<file path="src/rtl/motion_bbox_detector.sv">
`default_nettype none
// ============================================================================
// Module      : motion_bbox_detector
// Description : Measures the bounding box and foreground pixel count of a
//               binary motion mask over each frame, publishing the result once
//               per frame at frame end. The mask stream is passed through with
//               a fixed one-clock delay for display overlay.
// Revision    : 1.0 - initial release
// ============================================================================
module motion_bbox_detector #(
    parameter logic [9:0]  IMG_HDISP  = 10'd640,
    parameter logic [9:0]  IMG_VDISP  = 10'd480,
    parameter logic [18:0] MIN_PIXELS = 19'd16
) (
    input  logic        sys_clk,
    input  logic        sys_rst_n,
    input  logic        per_frame_vsync,
    input  logic        per_frame_href,
    input  logic        per_frame_clken,
    input  logic        per_img_Bit,
    output logic        post_frame_vsync,
    output logic        post_frame_href,
    output logic        post_frame_clken,
    output logic        post_img_Bit,
    output logic [9:0]  box_x_min,
    output logic [9:0]  box_x_max,
    output logic [9:0]  box_y_min,
    output logic [9:0]  box_y_max,
    output logic [18:0] box_pix_cnt,
    output logic        box_valid,
    output logic        box_update
);

    localparam logic [1:0]  c_st_idle   = 2'd0;
    localparam logic [1:0]  c_st_active = 2'd1;
    localparam logic [1:0]  c_st_latch  = 2'd2;
    localparam logic [9:0]  c_x_last    = IMG_HDISP - 10'd1;
    localparam logic [9:0]  c_y_last    = IMG_VDISP - 10'd1;
    localparam logic [18:0] c_cnt_max   = 19'h7FFFF;

    logic [1:0]  r_state;
    logic        r_vsync_d;
    logic        r_href_d;
    logic        r_seen_low;
    logic [9:0]  r_x_cnt;
    logic [9:0]  r_y_cnt;
    logic [18:0] r_pix_cnt;
    logic [9:0]  r_x_min;
    logic [9:0]  r_x_max;
    logic [9:0]  r_y_min;
    logic [9:0]  r_y_max;

    logic w_vs_rise;
    logic w_vs_fall;
    logic w_href_fall;
    logic w_accept;

    // A rising edge only counts once vsync has been seen low since reset, so a
    // frame already in progress when reset is released is skipped entirely.
    assign w_vs_rise   = per_frame_vsync & ~r_vsync_d & r_seen_low;
    assign w_vs_fall   = ~per_frame_vsync & r_vsync_d;
    assign w_href_fall = ~per_frame_href & r_href_d;
    assign w_accept    = per_frame_vsync & per_frame_href & per_frame_clken;

    // Fixed one-clock pass-through of the mask stream, independent of the FSM.
    always_ff @(posedge sys_clk) begin
        if (!sys_rst_n) begin
            post_frame_vsync <= 1'b0;
            post_frame_href  <= 1'b0;
            post_frame_clken <= 1'b0;
            post_img_Bit     <= 1'b0;
        end else begin
            post_frame_vsync <= per_frame_vsync;
            post_frame_href  <= per_frame_href;
            post_frame_clken <= per_frame_clken;
            post_img_Bit     <= per_img_Bit;
        end
    end

    // Registered sync copies used for edge detection, plus the "seen low" arm flag.
    always_ff @(posedge sys_clk) begin
        if (!sys_rst_n) begin
            r_vsync_d  <= 1'b0;
            r_href_d   <= 1'b0;
            r_seen_low <= 1'b0;
        end else begin
            r_vsync_d <= per_frame_vsync;
            r_href_d  <= per_frame_href;
            if (!per_frame_vsync) begin
                r_seen_low <= 1'b1;
            end
        end
    end

    // Frame FSM: accumulate during ACTIVE, publish the box on the LATCH cycle.
    always_ff @(posedge sys_clk) begin
        if (!sys_rst_n) begin
            r_state     <= c_st_idle;
            r_x_cnt     <= 10'd0;
            r_y_cnt     <= 10'd0;
            r_pix_cnt   <= 19'd0;
            r_x_min     <= 10'd0;
            r_x_max     <= 10'd0;
            r_y_min     <= 10'd0;
            r_y_max     <= 10'd0;
            box_x_min   <= 10'd0;
            box_x_max   <= 10'd0;
            box_y_min   <= 10'd0;
            box_y_max   <= 10'd0;
            box_pix_cnt <= 19'd0;
            box_valid   <= 1'b0;
            box_update  <= 1'b0;
        end else begin
            box_update <= 1'b0;
            case (r_state)
                c_st_idle: begin
                    if (w_vs_rise) begin
                        r_state   <= c_st_active;
                        r_x_cnt   <= 10'd0;
                        r_y_cnt   <= 10'd0;
                        r_pix_cnt <= 19'd0;
                        r_x_min   <= c_x_last;
                        r_y_min   <= c_y_last;
                        r_x_max   <= 10'd0;
                        r_y_max   <= 10'd0;
                    end
                end
                c_st_active: begin
                    if (w_vs_fall) begin
                        r_state <= c_st_latch;
                    end
                    if (w_accept) begin
                        // Coordinates clamp at the last column; pixels beyond still count.
                        if (r_x_cnt != c_x_last) begin
                            r_x_cnt <= r_x_cnt + 10'd1;
                        end
                        if (per_img_Bit) begin
                            if (r_pix_cnt != c_cnt_max) begin
                                r_pix_cnt <= r_pix_cnt + 19'd1;
                            end
                            if (r_x_cnt < r_x_min) r_x_min <= r_x_cnt;
                            if (r_x_cnt > r_x_max) r_x_max <= r_x_cnt;
                            if (r_y_cnt < r_y_min) r_y_min <= r_y_cnt;
                            if (r_y_cnt > r_y_max) r_y_max <= r_y_cnt;
                        end
                    end else if (w_href_fall) begin
                        r_x_cnt <= 10'd0;
                        if (r_y_cnt != c_y_last) begin
                            r_y_cnt <= r_y_cnt + 10'd1;
                        end
                    end
                end
                c_st_latch: begin
                    r_state     <= c_st_idle;
                    box_update  <= 1'b1;
                    box_pix_cnt <= r_pix_cnt;
                    // Too few pixels: report the count but suppress the box.
                    if (r_pix_cnt >= MIN_PIXELS) begin
                        box_valid <= 1'b1;
                        box_x_min <= r_x_min;
                        box_x_max <= r_x_max;
                        box_y_min <= r_y_min;
                        box_y_max <= r_y_max;
                    end else begin
                        box_valid <= 1'b0;
                        box_x_min <= 10'd0;
                        box_x_max <= 10'd0;
                        box_y_min <= 10'd0;
                        box_y_max <= 10'd0;
                    end
                end
                default: begin
                    r_state <= c_st_idle;
                end
            endcase
        end
    end

endmodule
`default_nettype wire

</file>
<file path="config.mk">
export PLATFORM = sky130hd
export DESIGN_NAME = motion_bbox_detector
export DESIGN_NICKNAME = d
export VERILOG_FILES = /design/src/rtl/motion_bbox_detector.sv
export SDC_FILE = /design/constraint.sdc
export NUM_CORES = 1
export LEC_CHECK = 0
export BUFFER_PORTS_ARGS = -buffer_cell sky130_fd_sc_hd__buf_2
export CAP_MARGIN = 20
export CORE_AREA = 4 4 155 97
export CTS_BUF_LIST = sky130_fd_sc_hd__clkbuf_16
export DETAILED_ROUTE_END_ITERATION = 6
export DIE_AREA = 0 0 159 101
export PLACE_DENSITY = 0.72
export SLEW_MARGIN = 20
export SYNTH_ARGS = -nofsm -noshare
export SYNTH_HDL_FRONTEND = slang
export SYNTH_SLANG_ARGS = --single-unit
</file>
<file path="constraint.sdc">
create_clock -name sys_clk -period 2.4 [get_ports sys_clk]
set_clock_uncertainty 0.05 [all_clocks]
set_input_delay 0 -clock sys_clk [delete_from_list [all_inputs] [get_ports sys_clk]]
set_output_delay 0 -clock sys_clk [all_outputs]
set_load 0.03 [all_outputs]
</file>
Word-level counts from Yosys, hierarchy flattened
Cells that the tools add are included.

operators by class
  add/sub/neg operators = 3
  $mul = 0
  divide/modulo/power cells = 0
  magnitude comparators = 5
  equal/unequal tests = 19
  shifts and indexed selects = 0
  multiplexer cells = 41
  bitwise gates (word level) = 9
  reduce and logical (&&, ||, !) cells = 10

operator list
  cell                   number
  $mux 10                25
  $pmux 10 s2            6
  $mux 19                4
  $pmux 19 s2            1
  $reduce_and 5->1       6
  $ne 2x2->1 const B     12
  $add 10x1->10 const B  2
  $gt 10x10->1           2
  $lt 10x10->1           2
  $add 19x1->19 const B  1
  $ge 19x5->1 const B    1
  $ne 19x19->1 const B   1
  $ne 10x10->1 const B   1
  $ne 10x9->1 const B    1
  $and 1x1->1            6
  $ne 3x3->1 const B     2
  $mux 2                 2
  $pmux 2 s2             1
  $reduce_and 4->1       1
  $not 1->1              3
  $eq 2x1->1 const B     1
  $eq 2x2->1 const B     1
  $logic_not 2->1        1
  $mux 1                 2
  other kinds (2)        2

storage, ports and cells
  bits in registers = 147
  bits in latches = 0
  RAM bits = 0
  memory bits (read-only) = 0
  input bits = 6
  output and inout port bits = 65
  logic and storage cells = 107
  memories kept = 0

Logic depth before layout (Yosys ltp)
  depth after elaboration = 5
  gate-level depth with buffers = 8
  gate-level depth less buffers = 7

Worst setup path before layout
OpenSTA, ideal clock, no wires.

  path kind = reg2reg
  start point = register r_y_cnt[3]
  end point = register r_y_max[0]
  library setup time = 0.063 ns
  arrival time = 2.123 ns
  data required time = 2.287 ns
  slack = 0.164 ns
  cell stages (with the launch flop) = 7
  buffers on the path = 0
  clock period less this slack = 2.236 ns
  path through = dfxtp_1 ha_1 a211oi_1 nor2_1 or4_1 a21oi_1 a22o_1

between the ends
  longest elaborated chain between the ends = 3

RTL lines
  what                               line  source
  from (decl)                        46    logic [9:0] r_y_cnt;
  from (signal assigned)             149   r_y_cnt <= r_y_cnt + 10'd1;
  $gt 10x10->1                       144   if (r_y_cnt > r_y_max) r_y_max <= r_y_cnt;
  $ne 2x2->1 (no source line)        --
  $reduce_and 5->1 (no source line)  --
  to (signal assigned)               144
  to (decl)                          51    logic [9:0] r_y_max;

Every way passes these cells.
A chain may end at the register's enable or synchronous reset.

Worst setup path in the final report
  start point = register r_state[0]
  end point = register r_pix_cnt[13]

between the ends
  longest elaborated chain between the ends = 3
  elaborated cells between the ends (all ways) = 9
  those cells by class = eq/ne (5); mux (1); reduce/logical (3)

RTL lines
  what                                                                     line  source
  from (decl)                                                              41    logic [1:0] r_state;
  from (signal assigned)                                                   98    r_state <= c_st_idle;
  from (signal assigned)                                                   118   r_state <= c_st_active;
  from (signal assigned)                                                   130   r_state <= c_st_latch;
  $eq 2x1->1 / $logic_not 2->1 (equally long branches)                     115   case (r_state)
  $ne 2x2->1 (no source line) / $reduce_bool 2->1 (equally long branches)  --
  $reduce_and 5->1 (no source line)                                        --
  to (signal assigned)                                                     139   r_pix_cnt <= r_pix_cnt + 19'd1;
  to (decl)                                                                47    logic [18:0] r_pix_cnt;

Several ways; a longest one is shown, not always the timed one.

==> results <==
- Together, buffers and inverters on the worst path number 1.
- The slowest stage cell on the critical path is sky130_fd_sc_hd__dfxtp_1.
- The first-pass GRT wire length is between 20 and 30 mm.
- The kind of capture point of the worst setup path is a flip-flop.
- The placer congestion estimate is between 0.8 and 0.9.
- At the worst endpoint, the required time is 2.70 ns.
- Counting tap cells, the placed design contains a total of just over 1000 instances.
- CTS saw ~150 sinks.
- Counting flops with a built-in enable in the synthesized netlist gives 0.
- The met2 routed wirelength is slightly above 7 mm.
- The detail-routed net length per standard cell is 15.85 um.
- The highest attainable clock frequency is between 400 and 500 MHz.
- The vertical die dimension is around 100 um.
- The ratio of final minimum period to clock period is 95.23%.
- The flow ran to the end, and the final reports show no timing, DRC or antenna violations.
- The distinct cell type count after synthesis is 58.
- At the worst endpoint, the arrival time is ~2.6 ns.
- After detailed routing, the wire length on met1 is between 8 and 9 mm.
- Grouping stages by cell kind, the critical path spends the most delay in compound AO/OA/AOI/OAI gates.
- Setup repair after global routing left no endpoint under its margin.
- The normalized max-slew margin is between 40% and 50%.
- The final route contains around 6000 vias.
- The buffer levels on the longest clock path is 2.
- The post-synthesis sequential element count is approximately 150.
- The critical path class is flip-flop to flip-flop.
- The highest layer touched by signal routing is met4.
- In this run the static leakage power is 3.300 nW.
- The slew at the pin with the worst max-slew slack is a little under 0.8 ns.
- The global-route usage over all layers is a little over a fifth.
- TritonCTS built the clock tree.
- The via count of the first global-routing pass is between 5000 and 6000.
- Counting I/O delays and the setup requirement, the final critical path takes around 2.3 ns.
- Setup violations remaining at the end of the flow were counted as 0.
- The hold violation count in the final report is 0.
- For this design the top-level I/O count stands at 71.
- The top cell type's share of synthesized area is between 40% and 50%.
- The final count of pins violating max slew is 0.
- For this design the ratio of total power to cell area is between 600 and 700 mW/mm^2.
- Wire segments on met3 add up to roughly 940 um in the final route.
- The later pin in the worst-skew pair is clocked with a latency of around 0.42 ns.
- Clock-pin slew was measured on the worst setup and hold paths at approximately 0.060 ns.
- The number of max-cap violations is 0.
- The clock tree synthesis step divided the H-tree into 4 levels.
- Ranked by total cell area, the synthesized netlist is headed by sky130_fd_sc_hd__dfxtp_1, sky130_fd_sc_hd__ha_1, sky130_fd_sc_hd__nand2_1.
- On the worst path, the slowest cell contributes a delay of approximately 0.61 ns.
- Among all flip-flop cells after synthesis, the most frequent one is sky130_fd_sc_hd__dfxtp_1.
- Of all flip-flops after synthesis, the portion carrying an async set or reset was 0%.
- The first detailed-routing pass ran for 5 iterations.
- The largest total area in the synthesized netlist belongs to sky130_fd_sc_hd__dfxtp_1.
- The most frequent standard cell in the layout excluding fill and tap cells is sky130_fd_sc_hd__dfxtp_1.
- The number of synthesis warnings is 0.
- The HPWL after detailed placement is ~11 mm.
- The final antenna-violating net count is 0.
- The standard-cell row count is 33.
- The final layout contains routed wiring with a total length of around 17 mm.
- The floorplan die width is roughly 160 um.
- The detailed-route vias per instance is approximately 5.6.
- The top cell types in the final layout, fill and taps aside, are sky130_fd_sc_hd__dfxtp_1, sky130_fd_sc_hd__nand2_1, sky130_fd_sc_hd__nor2_1.
- The number of diodes is 0.
- Walking the worst path, the cells encountered are nand2b_4 -> o32a_1 -> a21o_1 -> buf_4 -> or4b_1 -> a21oi_1.
- In this run, CTS created clock tree buffers numbering 17.
- Once the floorplan was initialized, standard cells occupied about half of the core.
- The sort of element at the start of the critical path is a flip-flop.
- The area growth from synthesis to layout is 21.09%.
- The number of antenna violations at the first check in global routing was 0.
- Of all nets on the critical path, the largest fanout is 16.
- The core region is ~0.014 sq mm.
- In the final layout, the share of cells above drive strength 1 is between 10% and 20%.
- The final-layout worst hold slack is 0.3441 ns.
- The number of buffers inserted to repair setup after CTS is 0.
- The synthesized netlist occupies a cell area of roughly 0.0067 sq mm.
- The floorplan step defined a die boundary enclosing approximately 0.016 sq mm.
- The final layout contains a little over 900 nets.
- The mean instance size in the synthesized netlist is ~8.7 sq um.
- The setup total negative slack is 0 ns.
- The worst IR drop on VDD is 423.1 uV.
- The number of nets produced by synthesis is ~830.
- The final cell count without fillers is 1063.
- The worst hold-check path type is input pin to flip-flop.
- The number of instances in the synthesized netlist is about 800.
- The leftover overflow at the end of global routing is 0.
- The buffer type at the clock tree root is sky130_fd_sc_hd__clkbuf_16.
- For this run, design rule violations remaining after detail routing come to 0.
- The number of I/O port buffers is 70.
- After the first detailed-routing iteration, the DRC count stood at ~550.
- The sequential-to-total area share from yosys stat is 43.63%.
- The maximum number of pins on one net before global-route repair is a little over 70.
-- what timing repair did --
action                                  4_1_cts  5_1_grt
gates resized for setup                       3        5
endpoints found under the setup margin       20       20
hold buffers                                  5        0
endpoints found under the hold margin         8        0
-- cells by family (layout without fill, tap and decap cells) --
family	Yosys count	after routing	share of synthesized area, %
compound gates	186	186	18.09
xor+xnor	12	12	1.558
fa+ha+maj	42	42	7.791
buf+inv	94	205	5.472
flops	147	147	43.63
mux	21	21	3.116
simple gates	275	275	20.35
-- path summary, 6_finish.rpt --
path | from | to | slack, ns | cells past startpoint
max | r_state[0] | r_pix_cnt[13] | 0.11 | 6
min | per_frame_clken | post_frame_clken | 0.34 | 3
max reg2reg | r_state[0] | r_pix_cnt[13] | 0.11 | 6
min reg2reg | box_pix_cnt[13] | box_pix_cnt[13] | 0.40 | 2
-- Yosys cell counts (3+ instances only) --
cell and count:
sky130_fd_sc_hd__a21oi_1 54, sky130_fd_sc_hd__nor4bb_1 3, sky130_fd_sc_hd__buf_2 4, sky130_fd_sc_hd__or4_1 15
sky130_fd_sc_hd__nor2_1 71, sky130_fd_sc_hd__clkbuf_1 34, sky130_fd_sc_hd__mux2i_1 21, sky130_fd_sc_hd__inv_1 51
sky130_fd_sc_hd__and4_1 3, sky130_fd_sc_hd__and2_1 4, sky130_fd_sc_hd__o21ai_0 32, sky130_fd_sc_hd__nand2_1 90
sky130_fd_sc_hd__nor4_1 8, sky130_fd_sc_hd__xor2_1 5, sky130_fd_sc_hd__and3_1 4, sky130_fd_sc_hd__o211ai_1 5
sky130_fd_sc_hd__a211oi_1 5, sky130_fd_sc_hd__nand2b_1 7, sky130_fd_sc_hd__nor3_1 7, sky130_fd_sc_hd__dfxtp_1 147
sky130_fd_sc_hd__ha_1 42, sky130_fd_sc_hd__a2111oi_0 3, sky130_fd_sc_hd__nand3_1 20, sky130_fd_sc_hd__or3_1 9
sky130_fd_sc_hd__a21o_1 4, sky130_fd_sc_hd__a22o_1 20, sky130_fd_sc_hd__a22oi_1 40, sky130_fd_sc_hd__o21a_1 3
sky130_fd_sc_hd__nand4_1 17, sky130_fd_sc_hd__xnor2_1 7, sky130_fd_sc_hd__o31ai_1 10
-- registers in the layout, indices dropped and copies added (netlist names) --
name / count
box_pix_cnt: 19
box_update: 1
box_valid: 1
box_x_max: 10
box_x_min: 10
box_y_max: 10
box_y_min: 10
post_frame_clken: 1
post_img_Bit: 1
r_href_d: 1
r_pix_cnt: 19
r_seen_low: 1
r_state: 2
r_vsync_d: 1
r_x_cnt: 10
r_x_max: 10
r_x_min: 10
r_y_cnt: 10
r_y_max: 10
r_y_min: 10
-- routing by layer --
metal,GRT usage (%),vias up
met5,0,-
met4,7.467,0
met3,5.231,21
met2,31.16,169
met1,30.13,2816
li1,-,2976
-- metrics by stage --
stage	setup slack, ns	area [sq um]	utilization (%)	power, mW
after floorplan	0.1643	6745	-	2.730
after global placement	-0.1368	7507	55.60	2.804
after detailed placement	-0.1894	7507	55.60	2.808
after CTS	0.03540	8137	60.26	5.354
after global routing	0.01648	8168	60.49	5.495
final	0.1144	8168	60.49	5.330
-- worst reg2reg max path: stages (launching register included) --
cell	delay [ns]
sky130_fd_sc_hd__dfxtp_1	0.61
sky130_fd_sc_hd__nand2b_4	0.11
sky130_fd_sc_hd__o32a_1	0.42
sky130_fd_sc_hd__a21o_1	0.21
sky130_fd_sc_hd__buf_4	0.19
sky130_fd_sc_hd__or4b_1	0.48
sky130_fd_sc_hd__a21oi_1	0.14
-- power by group --
part / switching, mW / internal, mW / total [mW]
registers: 0.0279 / 2.47 / 2.50
logic: 0.175 / 0.0958 / 0.271
clock network: 1.04 / 1.52 / 2.56
-- cell type report --
type,instances,area (sq um)
clock inverters,15,141.4
inverters,52,195.2
repair buffers,121,745.7
fillers,1189,5334
multi-input cells,536,3498
well taps,175,219.0
clock buffers,17,425.4
flip-flops and latches,147,2943
Note: power is estimated with default switching activity, not from simulation.
